===== src/rtl/ioblock_cfg_pkg.sv =====
// Shared constants for the IOB configuration loader: controller state codes,
// frame geometry and the TSMUX output codes.
package ioblock_cfg_pkg;

    localparam logic [2:0] ST_IDLE   = 3'd0;
    localparam logic [2:0] ST_LOAD   = 3'd1;
    localparam logic [2:0] ST_COMMIT = 3'd2;
    localparam logic [2:0] ST_DONE   = 3'd3;
    localparam logic [2:0] ST_ERR    = 3'd4;

    // Frame layout, first bit first: TSMUX[1], TSMUX[0], DORREG, odd parity
    localparam int unsigned FRAME_BITS = 4;

    localparam logic [1:0] TS_OFF       = 2'b00;
    localparam logic [1:0] TS_CTRL      = 2'b01;
    localparam logic [1:0] TS_DRIVE     = 2'b10;
    localparam logic [1:0] TS_DRIVE_ALT = 2'b11;

endpackage


===== src/rtl/ioblock_cfg_frame.sv =====
// Per-IOB frame deserialiser: shifts in one frame, flags odd-parity pass/fail
// on the cycle its last bit is accepted and presents the decoded fields.
module ioblock_cfg_frame
    import ioblock_cfg_pkg::*;
(
    input  logic       i_clk,
    input  logic       i_rst,
    input  logic       i_clr,
    input  logic       i_bit_en,
    input  logic       i_bit,
    output logic       o_frame_ok,
    output logic       o_frame_bad,
    output logic [1:0] o_tsmux,
    output logic       o_dorreg
);

    localparam int unsigned CNT_W = $clog2(FRAME_BITS);

    logic [CNT_W-1:0]      r_bit_cnt;
    logic [FRAME_BITS-2:0] r_frame;
    logic                  w_last;
    logic                  w_par;

    // Fields come straight from the held bits; the parity bit is never stored
    assign w_last      = i_bit_en && (r_bit_cnt == CNT_W'(FRAME_BITS - 1));
    assign w_par       = ^{r_frame, i_bit};
    assign o_frame_ok  = w_last && w_par;
    assign o_frame_bad = w_last && !w_par;
    assign o_tsmux     = r_frame[2:1];
    assign o_dorreg    = r_frame[0];

    always_ff @(posedge i_clk) begin
        if (i_rst || i_clr) begin
            r_bit_cnt <= '0;
            r_frame   <= '0;
        end else if (i_bit_en) begin
            r_frame   <= {r_frame[FRAME_BITS-3:0], i_bit};
            r_bit_cnt <= w_last ? '0 : r_bit_cnt + 1'b1;
        end
    end

endmodule


===== src/rtl/ioblock_cfg_ctrl.sv =====
// IOB array configuration loader: sequences frame loads into a shadow copy and
// commits the whole array atomically once every frame has passed parity.
module ioblock_cfg_ctrl
    import ioblock_cfg_pkg::*;
#(
    parameter int unsigned NUM_IOB = 8
) (
    input  logic                 IOCLK,
    input  logic                 RST,
    input  logic                 CFG_START,
    input  logic                 CFG_VALID,
    input  logic                 CFG_DATA,
    output logic                 CFG_READY,
    output logic                 CFG_BUSY,
    output logic                 CFG_DONE,
    output logic                 CFG_ERR,
    output logic [2*NUM_IOB-1:0] TSMUX_OUT,
    output logic [NUM_IOB-1:0]   DORREG_OUT
);

    localparam int unsigned IW = (NUM_IOB > 1) ? $clog2(NUM_IOB) : 1;

    logic [2:0]           r_state;
    logic [IW-1:0]        r_iob_cnt;
    logic [2*NUM_IOB-1:0] r_sh_ts;
    logic [NUM_IOB-1:0]   r_sh_dor;
    logic [2*NUM_IOB-1:0] r_ts;
    logic [NUM_IOB-1:0]   r_dor;

    logic       w_load;
    logic       w_start_ok;
    logic       w_bit_en;
    logic       w_frame_ok;
    logic       w_frame_bad;
    logic [1:0] w_ts;
    logic       w_dor;

    // START outranks a bit offered in the same cycle, even though READY is high
    assign w_load     = (r_state == ST_LOAD);
    assign w_start_ok = CFG_START && (r_state != ST_COMMIT);
    assign w_bit_en   = w_load && CFG_VALID && !CFG_START;

    assign CFG_READY  = w_load;
    assign CFG_BUSY   = w_load || (r_state == ST_COMMIT);
    assign CFG_DONE   = (r_state == ST_DONE);
    assign CFG_ERR    = (r_state == ST_ERR);
    assign TSMUX_OUT  = r_ts;
    assign DORREG_OUT = r_dor;

    ioblock_cfg_frame u_frame (
        .i_clk       (IOCLK),
        .i_rst       (RST),
        .i_clr       (w_start_ok),
        .i_bit_en    (w_bit_en),
        .i_bit       (CFG_DATA),
        .o_frame_ok  (w_frame_ok),
        .o_frame_bad (w_frame_bad),
        .o_tsmux     (w_ts),
        .o_dorreg    (w_dor)
    );

    always_ff @(posedge IOCLK) begin
        if (RST) begin
            r_state   <= ST_IDLE;
            r_iob_cnt <= '0;
            r_sh_ts   <= '0;
            r_sh_dor  <= '0;
            r_ts      <= '0;
            r_dor     <= '0;
        end else begin
            case (r_state)
                ST_IDLE, ST_DONE, ST_ERR: begin
                    if (CFG_START) begin
                        r_state   <= ST_LOAD;
                        r_iob_cnt <= '0;
                        r_sh_ts   <= '0;
                        r_sh_dor  <= '0;
                    end
                end
                ST_LOAD: begin
                    if (CFG_START) begin
                        r_iob_cnt <= '0;
                        r_sh_ts   <= '0;
                        r_sh_dor  <= '0;
                    end else if (w_frame_bad) begin
                        r_state <= ST_ERR;
                    end else if (w_frame_ok) begin
                        for (int unsigned i = 0; i < NUM_IOB; i++) begin
                            if (r_iob_cnt == IW'(i)) begin
                                r_sh_ts[2*i +: 2] <= w_ts;
                                r_sh_dor[i]       <= w_dor;
                            end
                        end
                        if (r_iob_cnt == IW'(NUM_IOB - 1))
                            r_state <= ST_COMMIT;
                        else
                            r_iob_cnt <= r_iob_cnt + 1'b1;
                    end
                end
                ST_COMMIT: begin
                    r_ts    <= r_sh_ts;
                    r_dor   <= r_sh_dor;
                    r_state <= ST_DONE;
                end
                default: r_state <= ST_IDLE;
            endcase
        end
    end

endmodule


===== config.mk =====
export PLATFORM = sky130hd
export DESIGN_NAME = ioblock_cfg_ctrl
export DESIGN_NICKNAME = d
export VERILOG_FILES = /design/src/rtl/ioblock_cfg_pkg.sv /design/src/rtl/ioblock_cfg_frame.sv /design/src/rtl/ioblock_cfg_ctrl.sv
export SDC_FILE = /design/constraint.sdc
export NUM_CORES = 1
export LEC_CHECK = 0
export CAP_MARGIN = 5
export CORE_ASPECT_RATIO = 0.8
export CORE_MARGIN = 4
export CORE_UTILIZATION = 50
export DETAILED_ROUTE_END_ITERATION = 6
export PLACE_DENSITY = 0.73
export SYNTH_ARGS = -nofsm -noshare
export SYNTH_HDL_FRONTEND = slang
export SYNTH_SLANG_ARGS = --single-unit

===== constraint.sdc =====
create_clock -name IOCLK -period 2.85 [get_ports IOCLK]
set_input_delay 0.4275 -clock IOCLK [delete_from_list [all_inputs] [get_ports IOCLK]]
set_output_delay 0.4275 -clock IOCLK [all_outputs]
set_load 0.01 [all_outputs]

==> impl_metrics.csv <==
group,metric,value,unit
outcome,status,"complete, no violations",
die,core_area,4730,um^2
grt,grt_start_max_net_pins,38,
cts,cts_tree,"yes",
placement,gp_congestion,0.834,
timing,setup_slack,0.492,ns
worst_hold_path,hp-class,"reg2reg",
timing,fin_crit,2.36,ns
yosys,synth-warning-count,0,
worst_setup_path,required,2.42,ns
placement,io_buffers,32,
die,die_h,71.5,um
worst_setup_path,start_kind,"flip-flop",
yosys,yosys-top-cells-area,"dfxtp_1 (47%), nand2_1 (12%), a21oi_1 (7.8%)",
die,io_pins,33,
worst_setup_path,crit_fanout,9,
cts,cts_resized,0,
cts,cts_sinks,59,
die,core.rowCount,22,
timing,fin_skew,0.00939,ns
final_layout,fin_nets,333,
worst_setup_path,slowest_stage,"clkdlybuf4s50_1",
timing,setup_viol,0,
placement,hpwl,3670,um
grt,grt_usage,19.1,%
timing,tns,0,ns
timing,worst_pin_slew,0.410,ns
detailed_routing,drt_iter0_markers,134,
final_layout,num-fill-cells,415,
grt,grt_pass1_wl,9270,um
job,maxCapViolCount,0,
yosys,synth_area_per_cell,8.68,um^2
timing,rsz0062_at_grt,"no",
worst_setup_path,crit_chain,"or3b_4, nand2_1, clkdlybuf4s50_1",
worst_setup_path,cp-end-kind,"output port",
yosys,synth_edf_count,0,
cts,ctsHoldBuffers,0,
yosys,synthDistinctLibCells,38,
yosys,yosysTopAreaCellShare,46.9,%
cts,clk_pin_slew_worst_paths,0.07,ns
cts,clock_insertion_delay_worst_skew,0.34,ns
detailed_routing,wl_per_cell,14.0,um
die,start_util,53.2,%
yosys,yosys_register_bits,59,
cts,numCtsBuffers,9,
grt,grt_pass1_vias,1952,
cts,cts_buffer_depth,2,
grt,grt_overflow,0,
power,vdd_drop_max,0.000318,V
final_layout,final_cell_count_no_fill,386,
final_layout,drive_gt1_share,10.1,%
die,die-area,6240,um^2
timing,slew_viol_final,0,
power,p_leak,1.09,nW
detailed_routing,vias_per_cell,5.36,
final_layout,diodes,0,
yosys,netlist_instances,290,
cts,cts_setup_buffers,0,
worst_setup_path,cp.buffers_inverters,1,
grt,antenna_found_initial,0,
timing,hold_slack,0.454,ns
final_layout,syn2layout_area_growth,21.4,%
detailed_routing,drtAntennaViolNets,0,
placement,place_ws,0.559,ns
power,power.total,1.73,mW
yosys,synth-async-reset-ratio,0,%
yosys,synth_ff_type,"dfxtp_1",
timing,fmax,0.424,GHz
timing,fin_crit_sh,82.7,%
timing,slew-limit-headroom,72.3,%
placement,place_inst,370,
worst_setup_path,criticalPathCategory,"reg2out",
yosys,syn-num-nets,302,
detailed_routing,drt_wl_total,5420,um
yosys,yosysTopAreaCell,"dfxtp_1",
cts,clockRootBuffer,"clkbuf_8",
detailed_routing,drc,0,
worst_setup_path,cp_top_family,"simple AND/OR/NAND/NOR gates",
yosys,netlist_area,2520,um^2
timing,hold_viol,0,
power,power.density,568,nW/um^2
detailed_routing,via_count,2068,
worst_setup_path,max_stage_delay,0.54,ns
yosys,seq_area_frac_synth,46.9,%
worst_setup_path,arrival,1.93,ns
detailed_routing,drt_pass1_iterations,4,
die,die_width,87.3,um
cts,h-tree-depth,3,
-- tightest hold or removal path, stage by stage (launching register included) --
cell and delay [ns]:
dfxtp_1 0.31, nand2_1 0.05, a21oi_1 0.05
-- final timing paths --
check	from	endpoint	slack, ns	cells past startpoint
min reg2reg	r_sh_ts[4]	TSMUX_OUT[4]	0.45	2
min	r_sh_ts[4]	TSMUX_OUT[4]	0.45	2
max	r_state[0]	CFG_BUSY	0.49	3
max reg2reg	r_state[0]	u_frame.r_bit_cnt[0]	0.90	5
-- synthesized netlist by cell type, drive strengths merged (4+ instances only) --
| cell | n |
|---|---|
| nand2 | 79 |
| dfxtp | 59 |
| a21oi | 39 |
| nand3 | 19 |
| mux2i | 18 |
| nand4 | 11 |
| clkbuf | 10 |
| inv | 8 |
| buf | 7 |
| ha | 7 |
| nor2 | 6 |
| and3 | 5 |
| a31oi | 4 |
-- metrics by stage --
step / instance area, um^2 / utilization, %
after floorplan: 2520 / -
after global placement: 2850 / 60.3
after detailed placement: 2850 / 60.3
after CTS: 3060 / 64.6
after global routing: 3060 / 64.6
final: 3060 / 64.6
-- flip-flops by register name, indices dropped and copies added (netlist names) --
register and cells:
TSMUX_OUT 16, u_frame.r_bit_cnt 2, r_sh_ts 16, r_iob_cnt 3, r_state 3, r_sh_dor 8, DORREG_OUT 8, u_frame.r_frame 3
-- metal layers --
layer	wire length, um	vias to the layer above	global-route usage, %
met3	355	4	7.82
met5	0	-	0
met4	45	0	6.98
met2	2250	57	25.6
li1	-	1055	-
met1	2760	952	27.2
-- layout by cell type, fill, tap and decap left out, types with 2 or more instances in the layout --
| master | synthesis | final |
|---|---|---|
| a21oi_1 | 39 | 39 |
| a31oi_1 | 3 | 3 |
| and3_4 | 4 | 4 |
| buf_4 | 0 | 5 |
| clkbuf_8 | 0 | 11 |
| clkdlybuf4s50_1 | 0 | 32 |
| clkinv_2 | 0 | 2 |
| dfxtp_1 | 59 | 59 |
| ha_1 | 7 | 7 |
| inv_1 | 7 | 7 |
| mux2i_1 | 18 | 18 |
| nand2_1 | 79 | 79 |
| nand2b_1 | 2 | 2 |
| nand3_1 | 17 | 17 |
| nand3_2 | 2 | 2 |
| nand4_1 | 10 | 10 |
| nor2_1 | 5 | 5 |
| nor3_1 | 2 | 2 |
-- layout make-up --
class                      instances  area (um^2)  share of cell area [%]
clock buffer                      12          155                    5.08
clock inverter                     4         48.8                    1.60
inverter                           8         30.0                   0.982
multi-input combinational        206         1210                    39.5
sequential                        59         1180                    38.6
tap                               60         75.1                    2.46
timing repair buffer              37          358                    11.7
-- where the power goes --
| part | leakage (nW) | internal, mW | switching (mW) |
|---|---|---|---|
| clock | 0.106 | 0.450 | 0.326 |
| sequential | 0.475 | 0.828 | 0.00838 |
| combinational | 0.509 | 0.0436 | 0.0792 |
| total | 1.09 | 1.32 | 0.413 |
-- cells by family after synthesis --
logic type / after synthesis / share of synthesized area (%)
simple gates: 131 / 25.3
flops: 59 / 46.9
compound gates: 47 / 10.4
buf+inv: 25 / 5.07
mux: 18 / 7.16
fa+ha+maj: 7 / 3.48
xor+xnor: 3 / 1.64
No activity file was read; power rests on OpenSTA's default activity.
